`config.mk`:
```
export PLATFORM = sky130hd
export DESIGN_NAME = pf_ddr3_ca_dly_ctrl_flat
export DESIGN_NICKNAME = d
export VERILOG_FILES = /design/src/rtl/pf_ddr3_phy_pkg.sv /design/src/rtl/pf_ddr3_ca_dly_ctrl_if.sv /design/src/rtl/pf_ddr3_dly_settle_timer.sv /design/src/rtl/pf_ddr3_ca_dly_ctrl.sv /design/src/flat_wrapper.sv
export SDC_FILE = /design/constraint.sdc
export NUM_CORES = 1
export LEC_CHECK = 0
export CAP_MARGIN = 25
export CORE_ASPECT_RATIO = 1.1
export CORE_MARGIN = 1.5
export CORE_UTILIZATION = 55
export DETAILED_ROUTE_END_ITERATION = 12
export GPL_TIMING_DRIVEN = 0
export HOLD_SLACK_MARGIN = 0.03
export PLACE_DENSITY = 0.79
export SYNTH_ARGS = -nofsm -noshare
export SYNTH_HDL_FRONTEND = slang
export SYNTH_SLANG_ARGS = --single-unit
```
`constraint.sdc`:
```
create_clock -name FAB_CLK -period 2.67 [get_ports FAB_CLK]
set_input_delay 0.534 -clock FAB_CLK [delete_from_list [all_inputs] [get_ports FAB_CLK]]
set_output_delay 0.534 -clock FAB_CLK [all_outputs]
set_load 0.03 [all_outputs]
```
`src/rtl/pf_ddr3_phy_pkg.sv`:
```
`default_nettype none
// +-----------------------------------------------------------------------------+
// | pf_ddr3_phy_pkg : shared types and defaults for the DDR3 CA delay control   |
// | Rev 1.0                                                                     |
// +-----------------------------------------------------------------------------+
package pf_ddr3_phy_pkg;

  localparam int DLY_TAP_W_DFLT    = 8;
  localparam int DLY_INIT_TAP_DFLT = 1;

  typedef enum logic [2:0] {
    ST_AUTOLOAD = 3'd0,
    ST_LOAD     = 3'd1,
    ST_LSETTLE  = 3'd2,
    ST_IDLE     = 3'd3,
    ST_PREP     = 3'd4,
    ST_MOVE     = 3'd5,
    ST_SETTLE   = 3'd6,
    ST_FIN      = 3'd7
  } dly_state_t;

  // Counter width able to hold a settle count of 'cycles'.
  function automatic int settle_cnt_w(input int cycles);
    return $clog2(cycles + 1);
  endfunction

endpackage
`default_nettype wire

```
`src/rtl/pf_ddr3_ca_dly_ctrl_if.sv`:
```
`default_nettype none
// +-----------------------------------------------------------------------------+
// | pf_ddr3_ca_dly_ctrl_if : request/status bundle of the CA delay controller   |
// | Rev 1.0                                                                     |
// +-----------------------------------------------------------------------------+
interface pf_ddr3_ca_dly_ctrl_if #(
  parameter int TAP_W = pf_ddr3_phy_pkg::DLY_TAP_W_DFLT
);

  logic             REQ_VALID;
  logic [TAP_W-1:0] REQ_TAP;
  logic             LOAD_REQ;
  logic             REQ_READY;
  logic             DONE;
  logic             ERR;
  logic [TAP_W-1:0] CUR_TAP;

  modport master (
    output REQ_VALID, REQ_TAP, LOAD_REQ,
    input  REQ_READY, DONE, ERR, CUR_TAP
  );

  modport slave (
    input  REQ_VALID, REQ_TAP, LOAD_REQ,
    output REQ_READY, DONE, ERR, CUR_TAP
  );

endinterface
`default_nettype wire

```
`src/rtl/pf_ddr3_dly_settle_timer.sv`:
```
`default_nettype none
// +-----------------------------------------------------------------------------+
// | pf_ddr3_dly_settle_timer : loadable down-counter, expires SETTLE_CYCLES     |
// | cycles after start. Rev 1.0                                                 |
// +-----------------------------------------------------------------------------+
module pf_ddr3_dly_settle_timer
  import pf_ddr3_phy_pkg::*;
#(
  parameter int SETTLE_CYCLES = 4
) (
  input  logic clk_i,
  input  logic rst_i,
  input  logic start_i,
  output logic expire_o
);

  localparam int              CNT_W  = settle_cnt_w(SETTLE_CYCLES);
  localparam logic [CNT_W-1:0] RELOAD = CNT_W'(SETTLE_CYCLES - 1);

  logic [CNT_W-1:0] cnt_q;
  logic             busy_q;

  // Expire is asserted during the last settle cycle so the controller can act
  // on the following edge without an extra idle cycle.
  always_ff @(posedge clk_i) begin
    if (rst_i) begin
      cnt_q  <= '0;
      busy_q <= 1'b0;
    end else if (start_i) begin
      cnt_q  <= RELOAD;
      busy_q <= 1'b1;
    end else if (busy_q) begin
      if (cnt_q == '0) begin
        busy_q <= 1'b0;
      end else begin
        cnt_q <= cnt_q - CNT_W'(1);
      end
    end
  end

  assign expire_o = busy_q && (cnt_q == '0);

endmodule
`default_nettype wire

```
`src/rtl/pf_ddr3_ca_dly_ctrl.sv`:
```
`default_nettype none
// +-----------------------------------------------------------------------------+
// | pf_ddr3_ca_dly_ctrl : per-lane IOD output-delay controller, turns a target  |
// | tap into paced single-tap moves and tracks the current tap. Rev 1.0         |
// +-----------------------------------------------------------------------------+
module pf_ddr3_ca_dly_ctrl
  import pf_ddr3_phy_pkg::*;
#(
  parameter int TAP_W         = DLY_TAP_W_DFLT,
  parameter int TAP_MAX       = 255,
  parameter int INIT_TAP      = DLY_INIT_TAP_DFLT,
  parameter int SETTLE_CYCLES = 4
) (
  input  logic                  FAB_CLK,
  input  logic                  TX_SYNC_RST,
  pf_ddr3_ca_dly_ctrl_if.slave  req,
  output logic                  DELAY_LINE_LOAD_0,
  output logic                  DELAY_LINE_MOVE_0,
  output logic                  DELAY_LINE_DIRECTION_0,
  input  logic                  DELAY_LINE_OUT_OF_RANGE_0
);

  localparam logic [TAP_W-1:0] INIT_TAP_V = TAP_W'(INIT_TAP);

  dly_state_t       state_q;
  logic [TAP_W-1:0] cur_tap_q;
  logic [TAP_W-1:0] target_q;
  logic             dir_q;
  logic             move_q;
  logic             load_q;
  logic             done_q;
  logic             ready_q;
  logic             err_q;

  logic             settle_start;
  logic             settle_expire;
  logic             tap_out_of_range;
  logic [TAP_W-1:0] step_tap;

  assign settle_start     = (state_q == ST_MOVE) || (state_q == ST_LOAD);
  assign tap_out_of_range = 32'(req.REQ_TAP) > 32'(TAP_MAX);
  assign step_tap         = dir_q ? (cur_tap_q + TAP_W'(1)) : (cur_tap_q - TAP_W'(1));

  pf_ddr3_dly_settle_timer #(
    .SETTLE_CYCLES (SETTLE_CYCLES)
  ) u_settle_timer (
    .clk_i    (FAB_CLK),
    .rst_i    (TX_SYNC_RST),
    .start_i  (settle_start),
    .expire_o (settle_expire)
  );

  always_ff @(posedge FAB_CLK) begin
    if (TX_SYNC_RST) begin
      state_q   <= ST_AUTOLOAD;
      cur_tap_q <= INIT_TAP_V;
      target_q  <= '0;
      dir_q     <= 1'b0;
      move_q    <= 1'b0;
      load_q    <= 1'b0;
      done_q    <= 1'b0;
      ready_q   <= 1'b0;
      err_q     <= 1'b0;
    end else begin
      move_q <= 1'b0;
      load_q <= 1'b0;
      done_q <= 1'b0;
      unique case (state_q)
        ST_AUTOLOAD: begin
          load_q  <= 1'b1;
          state_q <= ST_LOAD;
        end
        ST_LOAD: begin
          state_q <= ST_LSETTLE;
        end
        ST_LSETTLE: begin
          if (settle_expire) begin
            cur_tap_q <= INIT_TAP_V;
            done_q    <= 1'b1;
            ready_q   <= 1'b1;
            state_q   <= ST_FIN;
          end
        end
        // FIN accepts exactly like IDLE so requests can be issued back-to-back.
        ST_IDLE, ST_FIN: begin
          state_q <= ST_IDLE;
          ready_q <= 1'b1;
          if (req.LOAD_REQ) begin
            err_q   <= 1'b0;
            ready_q <= 1'b0;
            load_q  <= 1'b1;
            state_q <= ST_LOAD;
          end else if (req.REQ_VALID) begin
            if (tap_out_of_range) begin
              err_q   <= 1'b1;
              done_q  <= 1'b1;
              state_q <= ST_FIN;
            end else if (req.REQ_TAP == cur_tap_q) begin
              err_q   <= 1'b0;
              done_q  <= 1'b1;
              state_q <= ST_FIN;
            end else begin
              err_q    <= 1'b0;
              ready_q  <= 1'b0;
              target_q <= req.REQ_TAP;
              dir_q    <= req.REQ_TAP > cur_tap_q;
              state_q  <= ST_PREP;
            end
          end
        end
        ST_PREP: begin
          move_q  <= 1'b1;
          state_q <= ST_MOVE;
        end
        ST_MOVE: begin
          state_q <= ST_SETTLE;
        end
        ST_SETTLE: begin
          if (settle_expire) begin
            if (DELAY_LINE_OUT_OF_RANGE_0) begin
              err_q   <= 1'b1;
              done_q  <= 1'b1;
              ready_q <= 1'b1;
              state_q <= ST_FIN;
            end else begin
              cur_tap_q <= step_tap;
              if (step_tap == target_q) begin
                done_q  <= 1'b1;
                ready_q <= 1'b1;
                state_q <= ST_FIN;
              end else begin
                move_q  <= 1'b1;
                state_q <= ST_MOVE;
              end
            end
          end
        end
        default: begin
          state_q <= ST_AUTOLOAD;
        end
      endcase
    end
  end

  assign req.REQ_READY          = ready_q;
  assign req.DONE               = done_q;
  assign req.ERR                = err_q;
  assign req.CUR_TAP            = cur_tap_q;
  assign DELAY_LINE_LOAD_0      = load_q;
  assign DELAY_LINE_MOVE_0      = move_q;
  assign DELAY_LINE_DIRECTION_0 = dir_q;

endmodule
`default_nettype wire

```
`src/flat_wrapper.sv`:
```
// flat-port wrapper written by rule: the top's interface ports become plain ports
module pf_ddr3_ca_dly_ctrl_flat import pf_ddr3_phy_pkg::*;
#(
  parameter int TAP_W         = DLY_TAP_W_DFLT,
  parameter int TAP_MAX       = 255,
  parameter int INIT_TAP      = DLY_INIT_TAP_DFLT,
  parameter int SETTLE_CYCLES = 4
)
  (FAB_CLK, TX_SYNC_RST, DELAY_LINE_LOAD_0, DELAY_LINE_MOVE_0, DELAY_LINE_DIRECTION_0, DELAY_LINE_OUT_OF_RANGE_0, req_REQ_VALID, req_REQ_TAP, req_LOAD_REQ, req_REQ_READY, req_DONE, req_ERR, req_CUR_TAP);
  pf_ddr3_ca_dly_ctrl_if #(.TAP_W(TAP_W)) req_i ();
  input  logic FAB_CLK;
  input  logic TX_SYNC_RST;
  output logic DELAY_LINE_LOAD_0;
  output logic DELAY_LINE_MOVE_0;
  output logic DELAY_LINE_DIRECTION_0;
  input  logic DELAY_LINE_OUT_OF_RANGE_0;
  input wire logic [$bits(req_i.REQ_VALID)-1:0] req_REQ_VALID;
  input wire logic [$bits(req_i.REQ_TAP)-1:0] req_REQ_TAP;
  input wire logic [$bits(req_i.LOAD_REQ)-1:0] req_LOAD_REQ;
  output wire logic [$bits(req_i.REQ_READY)-1:0] req_REQ_READY;
  output wire logic [$bits(req_i.DONE)-1:0] req_DONE;
  output wire logic [$bits(req_i.ERR)-1:0] req_ERR;
  output wire logic [$bits(req_i.CUR_TAP)-1:0] req_CUR_TAP;
  assign req_i.REQ_VALID = req_REQ_VALID;
  assign req_i.REQ_TAP = req_REQ_TAP;
  assign req_i.LOAD_REQ = req_LOAD_REQ;
  assign req_REQ_READY = req_i.REQ_READY;
  assign req_DONE = req_i.DONE;
  assign req_ERR = req_i.ERR;
  assign req_CUR_TAP = req_i.CUR_TAP;
  pf_ddr3_ca_dly_ctrl #(.TAP_W(TAP_W), .TAP_MAX(TAP_MAX), .INIT_TAP(INIT_TAP), .SETTLE_CYCLES(SETTLE_CYCLES)) u_core (.FAB_CLK(FAB_CLK), .TX_SYNC_RST(TX_SYNC_RST), .req(req_i), .DELAY_LINE_LOAD_0(DELAY_LINE_LOAD_0), .DELAY_LINE_MOVE_0(DELAY_LINE_MOVE_0), .DELAY_LINE_DIRECTION_0(DELAY_LINE_DIRECTION_0), .DELAY_LINE_OUT_OF_RANGE_0(DELAY_LINE_OUT_OF_RANGE_0));
endmodule
```
==> results_dict.tcl, run 1 <==
set metrics [dict create \
    outcome "finished clean" \
    async_reset_ff_frac 0 \
    drt_iter0_drc 128 \
    yosysSeqAreaShare 0.278 \
    highest_layer "met4" \
    yosysTopAreaCell "dfxtp_1" \
    met1_length_um 2150 \
    gp_congestion 0.863 \
    area_growth_pct 23.4 \
    synth_edf_count 0 \
    p_comb_frac 0.432 \
    fmax_ghz 0.382 \
    mostFrequentLayoutCells "29 x dfxtp_1, 25 x nand2_1, 25 x clkdlybuf4s50_1" \
    grt_pass1_wl_um 7500 \
    tightest_slew_ns 0.562 \
    holdWs_ns 0.497 \
    synth-seq-cells 29 \
    dp.cells 329 \
    ios 27 \
    instances_no_fill 343 \
    setup_viol 0 \
    dp_hpwl_um 3610 \
    fin_util 0.710 \
    power_frac_seq 0.339 \
    skew_ns 0.0114 \
    powerDensity_nw_per_um2 592 \
    rows 23 \
    post_drt_wl_per_cell_um 14.3 \
    gr-total-overflow 0 \
    final-max-slew-violation-count 0 \
    total_power_mw 1.52 \
    grt_use_total 0.244 \
    final_layout_size_suffix_gt1_frac 0.116 \
    synthDistinctLibCells 53 \
    drc 0 \
    synth_area_um2 2090 \
    crit_arrival_ns 2.81 \
    syn_nets 284 \
    clk_pin_slew_ns 0.07 \
    hold_viol_final 0 \
    syn_avg_cell_area_um2 8.22 \
    slowest_delay_ns 0.35 \
    crit_path_start_kind "flip-flop" \
    grt_pass1_vias 1710 \
    synthCells 254 \
    final_common_cell "dfxtp_1" \
    dieArea_um2 4170 \
    critical_path.top_delay_family "compound AO/OA/AOI/OAI gates" \
    cts_tree "yes" \
    initial_core_util 0.576 \
    antenna_cells 0 \
    cts-root-buf "clkbuf_8" \
    clock-sinks 29 \
    crit_fanout 9 \
    cts_made_buffers 5 \
    wirelength_um 4900 \
    synth_top_area_frac 0.278 \
    via_per_inst 5.77 \
    grt_max_degree 11 \
    p_sw_mw 0.572 \
    antenna_found_initial 0 \
    synth_ff_type "dfxtp_1" \
    drtPass1Iterations 4 \
    ant_nets 0 \
    drv_cap 0 \
    clk_latency_ns 0.29 \
    crit_chain "buf_6, clkinvlp_4, buf_4, ha_1, buf_6, a21o_1, a221oi_2, xnor2_2, xnor2_2, nand4_4, o41ai_2" \
    power.internal_mw 0.953 \
    portBuffers 25 \
    p_clk_frac 0.229 \
    core_um2 3630 \
    power.leakage_nw 0.987 \
    clockBufferDepth 2 \
    wl_met2_um 2400 \
    min_period_over_period 0.981 \
    slew-limit-headroom 0.625 \
    dr_total_vias 1980 \
    switching_share 0.375 \
    layout.nets 322 \
    crit_slowest_cell "a221oi_2" \
    crit_type "flip-flop to flip-flop" \
    die_h_um 67.6 \
    required_ns 2.87 \
    dr_wl_met3_um 203 \
    endpoint_kind "flip-flop" \
    synth.area.top_cells "dfxtp_1 28%, ha_1 9.6%, nand2_1 4.5%, a21oi_1 4.3%, mux2i_1 4.3%" \
    irDropWorstVdd_mv 0.277 \
    min_period_ns 2.62 \
    path_buf_inv 4 \
    htree_levels 2 \
    die_w_um 61.7 \
    hp-class "flip-flop to flip-flop" \
    ys.warnings.count 0 \
]
[worst register-to-register path: stages, from the launching register on]
cell and delay (ns):
dfxtp_1 0.34, buf_6 0.13, clkinvlp_4 0.15, buf_4 0.17
ha_1 0.28, buf_6 0.14, a21o_1 0.21, a221oi_2 0.35
xnor2_2 0.19, xnor2_2 0.16, nand4_4 0.14, o41ai_2 0.28
[timing repair]
item | in CTS | in global routing
setup buffers | 0 | 6
hold buffers | 0 | 0
resized for setup | 0 | 12
endpoints found under the setup margin | 0 | 5
[path summary, 6_finish.rpt]
| path | depth (start not counted) | slack (ns) | startpoint | endpoint |
|---|---|---|---|---|
| worst max-delay path | 11 | 0.05 | u_core.DELAY_LINE_DIRECTION_0$_SDFFE_PP0P_ | u_core.state_q[1]$_SDFFE_PP0P_ |
| worst min-delay path | 2 | 0.50 | u_core.req.CUR_TAP[6]$_SDFFE_PP0P_ | u_core.req.CUR_TAP[6]$_SDFFE_PP0P_ |
| worst max register to register | 11 | 0.05 | u_core.DELAY_LINE_DIRECTION_0$_SDFFE_PP0P_ | u_core.state_q[1]$_SDFFE_PP0P_ |
| worst min register to register | 2 | 0.50 | u_core.req.CUR_TAP[6]$_SDFFE_PP0P_ | u_core.req.CUR_TAP[6]$_SDFFE_PP0P_ |
[sequential cells by signal (all words and copies together) (netlist names)]
signal,cells
u_core.u_settle_timer.busy_q,1
u_core.target_q,8
u_core.DELAY_LINE_DIRECTION_0,1
u_core.req.CUR_TAP,8
u_core.DELAY_LINE_LOAD_0,1
u_core.req.DONE,1
u_core.req.REQ_READY,1
u_core.DELAY_LINE_MOVE_0,1
u_core.state_q,3
u_core.u_settle_timer.cnt_q,3
u_core.req.ERR,1
[cells in the mapped netlist, types with 2 or more instances]
cell,number
o311a_1,2
nand3_1,11
nand2b_1,4
inv_1,15
nand2_1,25
dfxtp_1,29
a21o_1,8
o21ai_1,2
or3_1,5
a31oi_1,3
and3_1,3
xnor2_1,9
a211oi_1,4
and2_1,3
and4_1,4
o31ai_1,2
a21oi_1,18
ha_1,16
mux2i_1,9
xor2_1,4
o21bai_1,4
nor2b_1,3
a221oi_1,3
clkbuf_1,9
o21ai_0,5
nor3_1,6
nor4b_1,2
nor2_1,21
[power groups by stage]
stage	Sequential (mW)	Combinational, mW	Clock [mW]
detailed placement	0.527	0.618	0
floorplan	0.549	0.448	0
finish	0.517	0.658	0.349
CTS	0.517	0.621	0.352
global placement	0.524	0.610	0
global route	0.523	0.725	0.368
[per-stage QoR]
step / TNS (ns) / setup WS, ns / cell area, um2
detailed placement: 0 / 0.0188 / 2400
finish: 0 / 0.0517 / 2580
global route: -0.0871 / -0.0443 / 2580
CTS: 0 / 0.00461 / 2480
floorplan: 0 / 0.0668 / 2090
global placement: 0 / 0.0413 / 2400
[kinds of logic (layout without fill, tap and decap cells)]
family,after synthesis,count (layout),synth area share
flops,29,29,0.278
compound gates,62,62,0.213
simple gates,96,96,0.243
xor+xnor,14,14,0.0624
buf+inv,27,66,0.0546
mux,9,9,0.0432
fa+ha+maj,17,17,0.106
[per-layer routing]
layer  track usage  up-vias
met2         0.405       55
met3        0.0402       12
li1              -      990
met1         0.305      923
met5             0        -
met4         0.109        0
[cell type report]
cell class                 count  area [um2]
buffer                        12        65.1
clock buffer                   6        72.6
clock inverter                 2        10.0
fill                         315        1050
inverter                      15        60.1
multi-input combinational    198        1430
sequential                    29         581
tap                           50        62.6
timing repair buffer          31         295
(Power assumes the default switching activity.)
==> run 2: changes to the inputs <==
--- a/config.mk
+++ b/config.mk
@@ -8,11 +8,11 @@
 export CAP_MARGIN = 25
 export CORE_ASPECT_RATIO = 1.1
 export CORE_MARGIN = 1.5
-export CORE_UTILIZATION = 55
+export CORE_UTILIZATION = 50
 export DETAILED_ROUTE_END_ITERATION = 12
 export GPL_TIMING_DRIVEN = 0
 export HOLD_SLACK_MARGIN = 0.03
-export PLACE_DENSITY = 0.79
+export PLACE_DENSITY = 0.76
 export SYNTH_ARGS = -nofsm -noshare
 export SYNTH_HDL_FRONTEND = slang
 export SYNTH_SLANG_ARGS = --single-unit
==> constraint.sdc (replaced) <==
create_clock -name FAB_CLK -period 2.2 [get_ports FAB_CLK]
set_input_delay 0.44 -clock FAB_CLK [delete_from_list [all_inputs] [get_ports FAB_CLK]]
set_output_delay 0.44 -clock FAB_CLK [all_outputs]
set_load 0.03 [all_outputs]
==> run 2 against run 1 <==
Compared with the run above: the run now ends with negative setup slack left; core utilization fell by 3.5 points; non-clock buffer count unchanged; flip-flop and latch count stayed put; critical path type unchanged; sequential share of layout area is 0.86 points lower; wire length increased by 8.0%; worst setup slack worse by 0.22 ns; die area increased by 9.5%; clock power rose by 29%; global-route usage is essentially flat; power is 25% higher; first-iteration DRC count grew 15%; combinational power rose by 26%.
==> results_dict.tcl, run 2 (same netlist as run 1, synthesis figures left out) <==
set metrics [dict create \
    min_period_ns 2.37 \
    power_frac_seq 0.329 \
    htree_levels 2 \
    crit_path_start_kind "flip-flop" \
    drv_cap 0 \
    hp-class "flip-flop to flip-flop" \
    grt_use_total 0.244 \
    multi_input_area_um2 1520 \
    area_growth_pct 29.2 \
    clock-sinks 29 \
    crit_slowest_cell "dfxtp_4" \
    postCtsHoldBufs 0 \
    final_layout_size_suffix_gt1_frac 0.164 \
    drc 0 \
    instances_no_fill 345 \
    min_period_over_period 1.08 \
    tightest_slew_ns 0.620 \
    clk_pin_slew_ns 0.07 \
    clk_latency_ns 0.29 \
    r2r_start "u_core.DELAY_LINE_DIRECTION_0$_SDFFE_PP0P_" \
    holdPathEnd "u_core.req.CUR_TAP[6]$_SDFFE_PP0P_" \
    whs_path_depth 2 \
    core_um2 3990 \
    p_comb_frac 0.436 \
    via_per_inst 5.73 \
    critical_path.top_delay_family "compound AO/OA/AOI/OAI gates" \
    worst_slack_ns -0.171 \
    ios 27 \
    seqCellArea_um2 584 \
    layout.nets 322 \
    dr_total_vias 1977 \
    p_clk_frac 0.235 \
    final_common_cell "dfxtp_1" \
    dieArea_um2 4570 \
    die_w_um 64.6 \
    dp.cells 331 \
    post_drt_wl_per_cell_um 15.3 \
    cts_tree "yes" \
    drtPass1Iterations 4 \
    worstRegToRegCells 9 \
    final_cell_area_um2 2700 \
    grt_pass1_wl_um 8580 \
    gr-total-overflow 0 \
    dp_hpwl_um 3780 \
    grt_pass1_vias 1819 \
    fmax_ghz 0.422 \
    irDropWorstVdd_mv 0.420 \
    slew-limit-headroom 0.586 \
    hold_viol_final 0 \
    reg2reg_slack_ns -0.17 \
    p_sw_mw 0.736 \
    slowest_delay_ns 0.37 \
    antenna_found_initial 0 \
    power.internal_mw 1.17 \
    required_ns 2.39 \
    pre_cts_ws_ns -0.513 \
    path_buf_inv 2 \
    cts_made_buffers 5 \
    wirelength_um 5290 \
    rsz0062_at_grt "yes" \
    violations "negative setup slack" \
    crit_arrival_ns 2.56 \
    antenna_cells 0 \
    power.leakage_nw 0.999 \
    ant_nets 0 \
    outcome "complete, but fails checks" \
    placed_cell_area_um2 2480 \
    worstHoldStart "u_core.req.CUR_TAP[6]$_SDFFE_PP0P_" \
    final-max-slew-violation-count 0 \
    switching_share 0.385 \
    gp_congestion 0.900 \
    setup_viol 5 \
    fillers 347 \
    crit_chain "clkinvlp_4, buf_12, fa_2, a21o_1, a221oi_2, xnor2_2, xnor2_2, nand4_4, a21o_1" \
    skew_ns 0.00219 \
    crit_fanout 6 \
    rows 24 \
    reg2reg_to "u_core.DELAY_LINE_MOVE_0$_SDFF_PP0_" \
    holdWs_ns 0.520 \
    cts-root-buf "clkbuf_8" \
    clockBufferDepth 2 \
    die_h_um 70.8 \
    grt_max_degree 11 \
    portBuffers 25 \
    drt_iter0_drc 147 \
    initial_core_util 0.523 \
    endpoint_kind "flip-flop" \
    mostFrequentLayoutCells "28 x dfxtp_1, 25 x clkdlybuf4s50_1, 24 x nand2_1" \
    crit_type "flip-flop to flip-flop" \
    powerDensity_nw_per_um2 709 \
]
[run 2: cell count changes in the layout (fill, tap and decap cells not counted), moves of 2 or more]
cell,previous run,this run
ha_1,16,11
ha_4,0,4
a21oi_1,17,15
a21oi_2,1,3
o31ai_1,0,2
o31ai_2,2,0
[run 2: worst min-delay path: cells and delay by family (launching register included)]
kind               cells  cell delay (ns)
DFF                    1             0.35
AOI/OAI and AO/OA      1             0.05
and+or+nand+nor        1             0.07
[run 2: layer usage]
metal	track usage	vias up	share of wire
met3	0.0493	10	0.039
met5	0	-	0
met4	0.0898	0	0.026
li1	-	987	-
met1	0.320	926	0.48
met2	0.399	54	0.46
[run 2: layout make-up]
cell class | instances | share of cell area
inverters | 15 | 0.0223
clock buffers | 5 | 0.0255
well taps | 52 | 0.0241
clock inverters | 3 | 0.00650
plain buffers | 10 | 0.0195
repair buffers | 33 | 0.121
flip-flops and latches | 29 | 0.217
multi-input cells | 198 | 0.564
[run 2: what timing repair did]
item	in CTS	in global routing
pin swaps	9	5
setup buffers	8	0
resized for setup	8	11
setup endpoints to repair	7	15
gates cloned	0	0
[run 2: how the worst max path moves through the flow]
stage,startpoint,to,slack [ns],cells past startpoint
after CTS,u_core.DELAY_LINE_DIRECTION_0$_SDFFE_PP0P_,u_core.DELAY_LINE_MOVE_0$_SDFF_PP0_,-0.14,10
after global routing,u_core.DELAY_LINE_DIRECTION_0$_SDFFE_PP0P_,u_core.req.DONE$_SDFF_PP0_,-0.25,9
final,u_core.DELAY_LINE_DIRECTION_0$_SDFFE_PP0P_,u_core.DELAY_LINE_MOVE_0$_SDFF_PP0_,-0.17,9
after floorplan,u_core.DELAY_LINE_DIRECTION_0$_SDFFE_PP0P_,u_core.state_q[1]$_SDFFE_PP0P_,-0.21,9
after detailed placement,u_core.DELAY_LINE_DIRECTION_0$_SDFFE_PP0P_,u_core.DELAY_LINE_MOVE_0$_SDFF_PP0_,-0.51,9
after global placement,u_core.DELAY_LINE_DIRECTION_0$_SDFFE_PP0P_,u_core.DELAY_LINE_MOVE_0$_SDFF_PP0_,-0.47,9
[run 2: stage by stage]
step | TNS, ns | power (mW) | util
3_3_place_gp | -4.41 | 1.40 | 0.621
4_1_cts | -0.496 | 1.89 | 0.667
6_report | -0.745 | 1.91 | 0.675
3_5_place_dp | -4.60 | 1.41 | 0.621
5_1_grt | -1.18 | 2.03 | 0.675
2_1_floorplan | -0.875 | 1.22 | -
[run 2: power by group through the flow]
| stage | registers [mW] | clock network [mW] | logic, mW |
|---|---|---|---|
| floorplan | 0.666 | 0 | 0.556 |
| global placement | 0.636 | 0 | 0.759 |
| detailed placement | 0.639 | 0 | 0.769 |
| CTS | 0.628 | 0.455 | 0.807 |
| global route | 0.637 | 0.482 | 0.910 |
| finish | 0.629 | 0.450 | 0.832 |
